**src/rtl/key_conditioner_pkg.sv**
```systemverilog
// Shared definitions for the pushbutton conditioner: repeat FSM state
// encodings and small elaboration-time helpers for counter sizing.
package key_conditioner_pkg;

    // Repeat FSM states; 2'b11 is unused and recovers to ST_IDLE.
    typedef enum logic [1:0] {
        ST_IDLE   = 2'b00,
        ST_DELAY  = 2'b01,
        ST_REPEAT = 2'b10
    } state_e;

    // Larger of two integers, used to size the shared repeat counter.
    function automatic int max_int(input int a, input int b);
        return (a > b) ? a : b;
    endfunction

    // Bits needed to hold values 0..max_val, never less than one bit.
    function automatic int cnt_width(input int max_val);
        return (max_val < 1) ? 1 : $clog2(max_val + 1);
    endfunction

endpackage

```
**src/rtl/key_conditioner_debounce_filter.sv**
```systemverilog
// Two-flop synchroniser plus consecutive-cycle debounce counter for one
// active-low raw button input. Produces the debounced pressed level and
// registered single-cycle rise/fall pulses coincident with its flips.
module debounce_filter
    import key_conditioner_pkg::*;
#(
    parameter int DEBOUNCE_CYCLES = 1_000_000
) (
    input  logic clock,
    input  logic reset,
    input  logic raw_n,
    output logic stable,
    output logic rise,
    output logic fall
);

    localparam int                 DW       = cnt_width(DEBOUNCE_CYCLES);
    localparam logic [DW-1:0]      LIMIT_M1 = DW'(DEBOUNCE_CYCLES - 1);
    localparam logic [DW-1:0]      ONE      = DW'(1);

    logic          sync1_q;
    logic          sync2_q;
    logic [DW-1:0] cnt_q,    cnt_d;
    logic          stable_q, stable_d;
    logic          rise_q,   rise_d;
    logic          fall_q,   fall_d;
    logic          level_s;
    logic          mismatch_s;

    // Two-flop synchroniser; resets to the released (high) raw level.
    always_ff @(posedge clock or negedge reset) begin
        if (!reset) begin
            sync1_q <= 1'b1;
            sync2_q <= 1'b1;
        end else begin
            sync1_q <= raw_n;
            sync2_q <= sync1_q;
        end
    end

    assign level_s    = ~sync2_q;
    assign mismatch_s = (level_s != stable_q);

    // Count consecutive mismatching cycles; flip the level on the Nth one.
    always_comb begin
        cnt_d    = cnt_q;
        stable_d = stable_q;
        rise_d   = 1'b0;
        fall_d   = 1'b0;
        if (!mismatch_s) begin
            cnt_d = {DW{1'b0}};
        end else if (cnt_q >= LIMIT_M1) begin
            cnt_d    = {DW{1'b0}};
            stable_d = level_s;
            rise_d   = level_s;
            fall_d   = ~level_s;
        end else begin
            cnt_d = cnt_q + ONE;
        end
    end

    // Debounce state and edge pulse registers.
    always_ff @(posedge clock or negedge reset) begin
        if (!reset) begin
            cnt_q    <= {DW{1'b0}};
            stable_q <= 1'b0;
            rise_q   <= 1'b0;
            fall_q   <= 1'b0;
        end else begin
            cnt_q    <= cnt_d;
            stable_q <= stable_d;
            rise_q   <= rise_d;
            fall_q   <= fall_d;
        end
    end

    assign stable = stable_q;
    assign rise   = rise_q;
    assign fall   = fall_q;

endmodule

```
**src/rtl/key_conditioner.sv**
```systemverilog
// Pushbutton conditioner: debounces one active-low key and produces a
// registered pressed level, press pulses with auto-repeat while held, and
// a release pulse. One instance per board key.
module key_conditioner
    import key_conditioner_pkg::*;
#(
    parameter int DEBOUNCE_CYCLES      = 1_000_000,
    parameter int REPEAT_DELAY_CYCLES  = 25_000_000,
    parameter int REPEAT_PERIOD_CYCLES = 5_000_000,
    parameter bit REPEAT_ENABLE        = 1'b1
) (
    input  logic clock,
    input  logic reset,
    input  logic key_n,
    output logic pressed,
    output logic press_pulse,
    output logic release_pulse
);

    localparam int            RW          = cnt_width(max_int(REPEAT_DELAY_CYCLES,
                                                              REPEAT_PERIOD_CYCLES));
    localparam logic [RW-1:0] DELAY_LOAD  = RW'(REPEAT_DELAY_CYCLES - 1);
    localparam logic [RW-1:0] PERIOD_LOAD = RW'(REPEAT_PERIOD_CYCLES - 1);
    localparam logic [RW-1:0] ONE         = RW'(1);
    localparam logic [RW-1:0] ZERO        = {RW{1'b0}};

    logic          stable_s;
    logic          rise_s;
    logic          fall_s;
    state_e        state_q,   state_d;
    logic [RW-1:0] cnt_q,     cnt_d;
    logic          pressed_q, pressed_d;
    logic          press_q,   press_d;
    logic          release_q, release_d;

    debounce_filter #(
        .DEBOUNCE_CYCLES (DEBOUNCE_CYCLES)
    ) u_debounce (
        .clock  (clock),
        .reset  (reset),
        .raw_n  (key_n),
        .stable (stable_s),
        .rise   (rise_s),
        .fall   (fall_s)
    );

    // Repeat FSM next state, shared down-counter and output pulse decode.
    // A release always takes priority over a repeat expiring that cycle.
    always_comb begin
        state_d   = state_q;
        cnt_d     = cnt_q;
        pressed_d = stable_s;
        press_d   = 1'b0;
        release_d = 1'b0;
        case (state_q)
            ST_IDLE: begin
                if (fall_s) begin
                    release_d = 1'b1;
                    cnt_d     = ZERO;
                end else if (rise_s) begin
                    press_d = 1'b1;
                    cnt_d   = DELAY_LOAD;
                    state_d = ST_DELAY;
                end else begin
                    cnt_d = ZERO;
                end
            end
            ST_DELAY: begin
                if (fall_s) begin
                    release_d = 1'b1;
                    cnt_d     = ZERO;
                    state_d   = ST_IDLE;
                end else if (!REPEAT_ENABLE) begin
                    cnt_d = cnt_q;
                end else if (cnt_q == ZERO) begin
                    press_d = 1'b1;
                    cnt_d   = PERIOD_LOAD;
                    state_d = ST_REPEAT;
                end else begin
                    cnt_d = cnt_q - ONE;
                end
            end
            ST_REPEAT: begin
                if (fall_s) begin
                    release_d = 1'b1;
                    cnt_d     = ZERO;
                    state_d   = ST_IDLE;
                end else if (cnt_q == ZERO) begin
                    press_d = 1'b1;
                    cnt_d   = PERIOD_LOAD;
                end else begin
                    cnt_d = cnt_q - ONE;
                end
            end
            default: begin
                state_d   = ST_IDLE;
                cnt_d     = ZERO;
                pressed_d = 1'b0;
            end
        endcase
    end

    // FSM state, counter and registered outputs.
    always_ff @(posedge clock or negedge reset) begin
        if (!reset) begin
            state_q   <= ST_IDLE;
            cnt_q     <= ZERO;
            pressed_q <= 1'b0;
            press_q   <= 1'b0;
            release_q <= 1'b0;
        end else begin
            state_q   <= state_d;
            cnt_q     <= cnt_d;
            pressed_q <= pressed_d;
            press_q   <= press_d;
            release_q <= release_d;
        end
    end

    assign pressed       = pressed_q;
    assign press_pulse   = press_q;
    assign release_pulse = release_q;

endmodule

```
**config.mk**
```make
export PLATFORM = sky130hd
export DESIGN_NAME = key_conditioner
export DESIGN_NICKNAME = d
export VERILOG_FILES = /design/src/rtl/key_conditioner_pkg.sv /design/src/rtl/key_conditioner_debounce_filter.sv /design/src/rtl/key_conditioner.sv
export SDC_FILE = /design/constraint.sdc
export NUM_CORES = 1
export LEC_CHECK = 0
export ABC_AREA = 1
export CORE_MARGIN = 3
export CORE_UTILIZATION = 56
export DETAILED_ROUTE_END_ITERATION = 12
export HOLD_SLACK_MARGIN = 0.02
export PLACE_DENSITY_LB_ADDON = 0.05
export SLEW_MARGIN = 20
export SYNTH_ARGS = -nofsm -noshare
export SYNTH_HDL_FRONTEND = slang
export SYNTH_SLANG_ARGS = --single-unit
```
**constraint.sdc**
```tcl
create_clock -name clock -period 1.7 [get_ports clock]
set_clock_uncertainty 0.15 [all_clocks]
set_input_delay 0.34 -clock clock [delete_from_list [all_inputs] [get_ports clock]]
set_output_delay 0.34 -clock clock [all_outputs]
set_load 0.005 [all_outputs]
```
==> run summary, run 1 <==
Hold Startpoint: u_debounce.sync1_q
Max Cap Viol: 0
Number of port buffers: 5
Most frequent CP cell: buf_4
Synthesis-stage register bit count: 55
CTS buffer count: 5
Fin. max-slew vios: 0
Crit-path cells: inv_2 -> buf_4 -> nand3_2 -> nor2_2 -> buf_4 -> nand4_1 -> nand3_1 -> nand2_1
Hold Path Stages: 0
Startpoint types: flop
Library cells used by synthesis: 30
Period Utilization, post-route: 98.7%
Syn_nets: 401
Pre-antenna DRT Iters: 4
CTS root buf: clkbuf_8
Pre-CTS setup slack: -33.0 ps
Antenna violations before repair: 0
Leakage: 0.00201 µW
First-pass GRT wire length: 10700 µm
Area delta synth->final: 20.5%
RSZ-0062 raised after global routing: yes
Hold endpoint: u_debounce.sync2_q
Grt total ovfl: 0
Power Density: 571 mW/mm²
Number of global-route vias before repair: 2424
Post-Route WL: 6330 µm
FILL cells: 428
Ports: 6
Power share of the combinational group: 3.3%
Via density: 5.04
Worst-path clk slew: 100 ps
Register area share after synthesis: 44.5%
Initial Util: 59.2%
Diode count: 0
Storage cell area: 0.00138 mm²
Worst EP arrival: 1740 ps
Syn Inst Count: 390
Max stage delay cell, worst path: dfrtp_1
Post-Syn Area: 0.00310 mm²
Commonest non-fill, non-tap cell in the layout: nand2_1
Crit path kind: reg -> reg
CTS H-tree lvls: 2
P_int: 1640 µW
Clk buf depth: 2
Worst skew pair latency: 310 ps
Hold WC Path Type: reg -> reg
Sequential share of power: 62.2%
Final setup viols: 0
Multi-input logic area: 0.00169 mm²
Synth Area per Inst: 7.95 µm²
Worst r2r src: cnt_q[0]
Synth Warn #: 0
Most area-hungry cell type in the Yosys netlist: dfrtp_1
TNS Setup: 0 ps
Register-to-register setup slack: 20 ps
Status: completed
Largest net degree at the start of global routing: 23
Hold WS: 217 ps
Final WS setup: 22.9 ps
Die width: 80.4 µm
DRT iter0 DRCs: 97
Std-Cell Rows: 26
Worst endpoint required time: 1760 ps
Area contributors post-synth: dfrtp_1 43%, nand2_1 10%, nor2_1 8.6%
Chip Height: 80.4 µm
R2R cell count: 8
# nets final: 438
Least-Margin Pin Slew: 426 ps
CP max stage delay: 400 ps
Die area: 0.00647 mm²
Switch share: 23.1%
All-Layer GR Usage: 21.2%
Cell family with most CP delay: simple AND/OR/NAND/NOR gates
Worst VDD drop: 0.000641 V
Crit path capture type: flop
Worst reg2reg endpoint: cnt_q[21]
Most frequent cells in the layout: 78 x nand2_1, 61 x nor2_1, 52 x dfrtp_1
Worst Path Buf+Inv: 3
Max Freq: 0.596 GHz
Crit path time final: 1680 ps
CTS tree: built
DRT antenna net count: 0
Share of cells above drive strength 1: 23.6%
Clock power frac: 34.5%
CTS sink count: 55
Top-area cell type share of the netlist area: 42.8%
Wire per inst: 12.7 µm
Max-Slew Margin vs Limit: 71.6%
Final hold vios: 0
Vias: 2512
Core box area: 0.00524 mm²
Residual DRC: 0
Gpl congestion: 0.900
DP Wirelength: 4680 µm
CP max FO: 4
Switching power: 492 µW
routing by layer:
layer  part of all wire (%)  global-route usage, %
met1                     49                   29.3
met2                     47                   32.9
met3                    2.7                   4.26
met4                    1.4                   7.77
met5                      0                      0
worst reg2reg max path: stages (launching register included):
cell and delay (ps):
dfrtp_1 400, inv_2 120, buf_4 140, nand3_2 180, nor2_2 230, buf_4 130
nand4_1 80, nand3_1 100, nand2_1 50
power groups by stage:
stage	registers (µW)	logic (µW)	clock network (µW)
3_3_place_gp	1350	65.0	0
6_report	1330	70.8	735
5_1_grt	1330	79.6	823
4_1_cts	1320	69.9	767
3_5_place_dp	1350	65.2	0
2_1_floorplan	1350	18.4	0
synth_stat cells (all sizes together):
cell type / count
nand2: 92
nor2: 84
dfrtp: 53
inv: 49
nand3: 29
xor2: 20
o21ai: 17
ha: 8
nand4: 8
nor3: 7
nand3b: 4
xnor2: 4
a21oi: 3
buf: 3
o21bai: 3
dfstp: 2
a21o: 1
and2: 1
nor4: 1
or2: 1
through the flow:
step / power, µW / util [%] / instance area [µm²] / instances
3_3_place_gp: 1410 / 64.4 / 3370 / 480
6_report: 2130 / 71.4 / 3740 / 498
2_1_floorplan: 1370 / - / 3100 / 390
5_1_grt: 2230 / 71.4 / 3740 / 498
3_5_place_dp: 1410 / 64.4 / 3370 / 480
4_1_cts: 2160 / 66.7 / 3490 / 490
logic make-up after synthesis:
logic type	share of synthesized area [%]
xor+xnor	6.78
simple gates	34.1
compound gates	4.80
fa+ha+maj	3.23
flops	44.5
buf+inv	6.62
registers in the layout (all words and copies together), names as in the netlist:
register and flops:
cnt_q 25, u_debounce.cnt_q 20, state_q 2, press_pulse 1, pressed 1, release_pulse 1
u_debounce.fall 1, u_debounce.rise 1, u_debounce.stable 1, u_debounce.sync1_q 1, u_debounce.sync2_q 1
repair_timing:
item,in CTS,in global routing
hold buffers,1,0
setup buffers,1,8
endpoints found under the setup margin,10,43
cloned,0,0
pin swaps,0,10
endpoints found under the hold margin,14,0
gates resized for setup,4,50
worst max path at each step:
stage                    start          to  slack (ps)  depth (start not counted)
CTS                   cnt_q[0]    cnt_q[3]          -6                         10
detailed placement    cnt_q[0]   cnt_q[18]         -30                          9
global placement      cnt_q[1]   cnt_q[22]          -5                          9
floorplan           state_q[0]   cnt_q[21]           6                          8
finish                cnt_q[0]   cnt_q[21]          20                          8
global route          cnt_q[0]  state_q[0]         -90                         11
final cells by class:
type | count | share of cell area [%]
multi-input cells | 283 | 45.2
clock inverters | 3 | 0.670
inverters | 49 | 5.06
clock buffers | 5 | 1.84
repair buffers | 33 | 7.93
well taps | 70 | 2.34
flip-flops and latches | 55 | 36.9
(Power assumes the default switching activity.)
==> run 2, diff against run 1 <==
Settings changed: RECOVER_POWER set to 25.
==> run 2 against run 1 <==
Compared with the run above:
- global-route usage unchanged
- via count about the same
- flip-flop and latch count unchanged
- sequential share of layout area about the same
- register-to-register slack about the same
- cell area about the same
- count of clock-buffer cells in the layout is the same
- clock power barely moved
- critical endpoint unchanged
- highest routed layer unchanged
==> run summary, run 2 (synthesis gave the netlist of run 1 again) <==
Status: completed
RSZ-0062 raised after global routing: yes
Number of port buffers: 5 (unchanged)
Crit path time final: 1680 ps (-0.0768 ps)
Worst endpoint required time: 1760 ps (about the same)
CTS sink count: 55 (unchanged)
Fin. max-slew vios: 0 (unchanged)
Final hold vios: 0 (unchanged)
Power Density: 571 mW/mm² (about the same)
Placed cell count: 480 (unchanged)
Worst VDD drop: 0.000641 V (unchanged)
Die area: 0.00647 mm² (unchanged)
Cell family with most CP delay: simple AND/OR/NAND/NOR gates
CTS buffer count: 5 (unchanged)
Largest net degree at the start of global routing: 23 (unchanged)
Final setup viols: 0 (unchanged)
Max stage delay cell, worst path: dfrtp_1
CTS root buf: clkbuf_8
Largest registers: cnt_q (25), u_debounce.cnt_q (20), state_q (2)
Worst-path clk slew: 100 ps (about the same)
# nets final: 438 (unchanged)
Number of global-route vias before repair: 2424 (unchanged)
Hold WC Path Type: reg -> reg
CTS H-tree lvls: 2 (unchanged)
CTS tree: built
Pre-antenna DRT Iters: 4 (unchanged)
Period Utilization, post-route: 98.6% (about the same)
Via density: 5.04 (about the same)
DRT antenna net count: 0 (unchanged)
Commonest non-fill, non-tap cell in the layout: nand2_1
Wire per inst: 12.7 µm (unchanged)
Ports: 6 (unchanged)
Startpoint types: flop
Initial Util: 59.2% (unchanged)
Die width: 80.4 µm (unchanged)
Clock power frac: 34.5% (about the same)
Chip Height: 80.4 µm (unchanged)
Area delta synth->final: 20.5% (about the same)
Crit path kind: reg -> reg
Power share of the combinational group: 3.3% (about the same)
CP max FO: 4 (unchanged)
CP max stage delay: 400 ps (about the same)
Worst skew pair latency: 310 ps (about the same)
Total power draw: 2130 µW (about the same)
Most frequent cells in the layout: 78 x nand2_1, 61 x nor2_1, 52 x dfrtp_1
Diode count: 0 (unchanged)
Crit path capture type: flop
Leakage: 0.00201 µW (-0.12%)
Core box area: 0.00524 mm² (unchanged)
Max Freq: 0.596 GHz (about the same)
DP Wirelength: 4680 µm (unchanged)
Clk buf depth: 2 (unchanged)
Crit-path cells: inv_2 -> buf_4 -> nand3_2 -> nor2_2 -> buf_4 -> nand4_1 -> nand3_1 -> nand2_1
Worst EP arrival: 1740 ps (about the same)
Std-Cell Rows: 26 (unchanged)
Switching power: 492 µW (about the same)
Share of cells above drive strength 1: 23.4% (-0.23 points)
Least-Margin Pin Slew: 1020 ps (+596 ps)
Antenna violations before repair: 0 (unchanged)
Pre-CTS setup slack: -33.0 ps (unchanged)
Final Instance Area: 0.00374 mm² (about the same)
Final WS setup: 23.0 ps (+0.0768 ps)
TNS Setup: 0 ps (unchanged)
First-pass GRT wire length: 10700 µm (unchanged)
Grt total ovfl: 0 (unchanged)
P_int: 1640 µW (about the same)
Residual DRC: 0 (unchanged)
Final Instance Count excl. Fillers: 498 (unchanged)
Switch share: 23.1% (about the same)
Worst Path Buf+Inv: 3 (unchanged)
Sequential share of power: 62.2% (about the same)
DRT iter0 DRCs: 97 (unchanged)
Vias: 2511 (-0.040%)
Most flops, register: cnt_q
Max FFs per register: 25 (unchanged)
All-Layer GR Usage: 21.2% (unchanged)
Max Cap Viol: 0 (unchanged)
Post-Route WL: 6330 µm (unchanged)
Most frequent CP cell: buf_4
Gpl congestion: 0.900 (unchanged)
DP Area: 0.00337 mm² (unchanged)
Max-Slew Margin vs Limit: 31.9% (-40 points)
-- run 2: final timing paths --
check,start,end,slack (ps),depth (start not counted)
worst max-delay path,cnt_q[0],cnt_q[21],20,8
worst min-delay path,u_debounce.sync1_q,u_debounce.sync2_q,220,0
worst max register to register,cnt_q[0],cnt_q[21],20,8
worst min register to register,u_debounce.sync1_q,u_debounce.sync2_q,220,0
max in group asynchronous,reset,u_debounce.sync2_q,110,3
min in group asynchronous,reset,cnt_q[11],560,2
-- run 2: repair_timing --
action	4_1_cts	5_1_grt
endpoints found under the hold margin	14	0
setup endpoints to repair	10	43
hold buffers	1	0
pin swaps	0	10
gates cloned	0	0
gates resized for setup	4	50
buffers inserted	1	8
-- run 2: per-stage QoR --
| stage | hold slack [ps] | utilization [%] |
|---|---|---|
| 2_1_floorplan | -106 | - |
| 3_3_place_gp | 144 | 64.4 |
| 3_5_place_dp | 149 | 64.4 |
| 4_1_cts | 218 | 66.7 |
| 5_1_grt | 222 | 71.3 |
| 6_report | 217 | 71.3 |
-- run 2: per-layer routing --
layer / vias up / wire length (µm) / share of wire [%] / global-route usage (%)
met5: - / 0 / 0 / 0
met4: 0 / 87 / 1.4 / 7.77
met3: 12 / 174 / 2.7 / 4.26
met2: 33 / 2970 / 47 / 32.9
met1: 1173 / 3100 / 49 / 29.3
li1: 1293 / - / - / -
-- run 2: power by group through the flow --
stage	combinational, µW	sequential, µW	clock [µW]
after CTS	69.9	1320	767
after floorplan	18.4	1350	0
after global placement	65.0	1350	0
after global routing	79.0	1330	823
final	70.2	1330	735
after detailed placement	65.2	1350	0
-- run 2: layout make-up --
cell class | count | area, µm²
clock buffer | 5 | 68.8
clock inverter | 3 | 25.0
fill | 429 | 1500
inverter | 49 | 189
multi-input combinational | 283 | 1690
sequential | 55 | 1380
tap | 70 | 87.6
timing repair buffer | 33 | 295
-- run 2: worst reg2reg max path, delay by kind of cell (launching register included) --
kind | cells | cell delay [ps]
buffers and inverters | 3 | 390
and+or+nand+nor | 5 | 640
DFF | 1 | 400
==> run 3, diff against run 2 <==
Settings changed: CORE_MARGIN 3 to 8.
==> run 3 against run 2 <==
Compared with the run above:
- core utilization is 0.48 points lower
- cell area is 3.1% higher
- hold slack worse by 3.9 ps
- worst setup slack better by 10 ps
- sequential power hardly changed
- sequential share of layout area is 1.1 points lower
- critical path depth is 1 higher
- fmax is 0.61% higher
- flip-flop and latch count stayed put
- routed wire length is 6.5% higher
- die area is 26% higher
- cell count is 3.0% higher
==> run summary, run 3 (synthesis gave the netlist of run 1 again) <==
Status: completed
Ports: 6 (unchanged)
CP max stage delay: 400 ps (about the same)
Die width: 90.4 µm (+12%)
Largest registers: cnt_q (25), u_debounce.cnt_q (20), state_q (2)
Period Utilization, post-route: 98.0% (-0.60 points)
Number of port buffers: 5 (unchanged)
Final setup viols: 0 (unchanged)
Worst skew pair latency: 310 ps (about the same)
Final Instance Area: 0.00385 mm² (+3.1%)
Std-Cell Rows: 27 (+3.8%)
Hold WS: 213 ps (-3.91 ps)
Max stage delay cell, worst path: dfrtp_1
CTS H-tree lvls: 2 (unchanged)
Gpl congestion: 0.828 (-8.1%)
Max FFs per register: 25 (unchanged)
Antenna violations before repair: 0 (unchanged)
Fin. max-slew vios: 0 (unchanged)
Most frequent cells in the layout: 77 x nand2_1, 57 x nor2_1, 52 x dfrtp_1
Pre-CTS setup slack: -47.4 ps (-14.4 ps)
CTS tree: built
Crit path time final: 1670 ps (-10.2 ps)
Worst EP arrival: 1720 ps (-20 ps)
Commonest non-fill, non-tap cell in the layout: nand2_1
Total power draw: 2410 µW (+13%)
DP Area: 0.00341 mm² (+1.0%)
Initial Util: 57.0% (-2.2 points)
All-Layer GR Usage: 16.5% (-4.7 points)
Number of global-route vias before repair: 2571 (+6.1%)
Max Cap Viol: 0 (unchanged)
CTS sink count: 55 (unchanged)
Most flops, register: cnt_q
Grt total ovfl: 0 (unchanged)
CP max FO: 4 (unchanged)
First-pass GRT wire length: 11300 µm (+5.3%)
Max-Slew Margin vs Limit: 50.8% (+19 points)
Power Density: 626 mW/mm² (+9.7%)
Worst endpoint required time: 1750 ps (about the same)
Post-Route WL: 6750 µm (+6.5%)
Max Freq: 0.600 GHz (+0.61%)
Crit path kind: reg -> reg
# nets final: 451 (+3.0%)
DRT iter0 DRCs: 108 (+11%)
TNS Setup: 0 ps (unchanged)
Clk buf depth: 2 (unchanged)
Die area: 0.00818 mm² (+26%)
Least-Margin Pin Slew: 737 ps (-284 ps)
Wire per inst: 13.1 µm (+3.4%)
Largest net degree at the start of global routing: 56 (+140%)
Final WS setup: 33.2 ps (+10.2 ps)
Crit path capture type: flop
RSZ-0062 raised after global routing: yes
CTS root buf: clkbuf_8
Final hold vios: 0 (unchanged)
Area delta synth->final: 24.2%
Worst-path clk slew: 100 ps (about the same)
FILL cells: 428 (-0.23%)
Share of cells above drive strength 1: 28.1% (+4.8 points)
Vias: 2580 (+2.7%)
Leakage: 0.00206 µW (+2.7%)
Core box area: 0.00544 mm² (+3.8%)
CTS buffer count: 5 (unchanged)
DP Wirelength: 4580 µm (-2.2%)
Residual DRC: 0 (unchanged)
Worst VDD drop: 0.000425 V (-34%)
Chip Height: 90.4 µm (+12%)
Hold WC Path Type: reg -> reg
Diode count: 0 (unchanged)
Startpoint types: flop
Pre-antenna DRT Iters: 4 (unchanged)
Crit-path cells: inv_2 -> ha_2 -> nand2_2 -> nor2_4 -> nand2_4 -> nor2_4 -> nand3_1 -> nand3_1 -> nand2_1
Via density: 5.03 (-0.26%)
DRT antenna net count: 0 (unchanged)
## run 3: cell count changes in the layout (fill, tap and decap cells not counted), sizes merged
cell | previous run | this run
clkdlybuf4s50 | 2 | 3
clkinv | 2 | 0
dlymetal6s2s | 1 | 0
bufinv | 0 | 2
clkbuf | 6 | 7
clkinvlp | 1 | 0
buf | 27 | 40
## run 3: worst paths after layout
| path | depth (start not counted) | from | to | slack [ps] |
|---|---|---|---|---|
| worst min-delay path | 0 | u_debounce.sync1_q | u_debounce.sync2_q | 210 |
| worst max-delay path | 9 | cnt_q[0] | cnt_q[22] | 30 |
| worst min register to register | 0 | u_debounce.sync1_q | u_debounce.sync2_q | 210 |
| worst max register to register | 9 | cnt_q[0] | cnt_q[22] | 30 |
| max in group asynchronous | 3 | reset | cnt_q[8] | 300 |
| min in group asynchronous | 3 | reset | cnt_q[14] | 560 |
## run 3: critical path, delay by kind of cell, from the launching register on
| family | cells | cell delay [ps] |
|---|---|---|
| adders and majority gates | 1 | 200 |
| buffers and inverters | 1 | 90 |
| DFF | 1 | 400 |
| and+or+nand+nor | 7 | 710 |
## run 3: layout make-up
class	instances	area (µm²)	share of cell area, %
inverters	49	189	4.90
clock buffers	6	72.6	1.88
well taps	72	90.1	2.34
repair buffers	46	370	9.61
flip-flops and latches	55	1380	35.8
clock inverters	2	60.1	1.56
multi-input cells	283	1690	43.9
## run 3: per-stage QoR
step / util [%] / cells
2_1_floorplan: - / 390
3_3_place_gp: 62.7 / 488
3_5_place_dp: 62.7 / 488
4_1_cts: 66.2 / 501
5_1_grt: 70.9 / 513
6_report: 70.9 / 513
## run 3: power by group
| group | internal, µW | leakage [µW] | switching (µW) |
|---|---|---|---|
| clock network | 589 | 0.0000654 | 436 |
| registers | 1320 | 0.000758 | 8.34 |
| logic | 19.4 | 0.00124 | 41.5 |
| total | 1930 | 0.00206 | 486 |
## run 3: per-layer routing
| metal | share of wire, % | track usage [%] | wire [µm] | up-vias |
|---|---|---|---|---|
| met5 | 0 | 0 | 0 | - |
| met4 | 2.1 | 7.07 | 140 | 0 |
| met3 | 2.8 | 2.74 | 190 | 11 |
| met2 | 53 | 29.0 | 3560 | 38 |
| met1 | 42 | 19.3 | 2860 | 1214 |
| li1 | - | - | - | 1317 |
## run 3: repair_timing
item / 4_1_cts / 5_1_grt
pin swaps: 3 / 21
hold buffers: 1 / 0
resized for setup: 8 / 54
endpoints found under the setup margin: 5 / 45
setup buffers: 4 / 12
endpoints found under the hold margin: 53 / 0
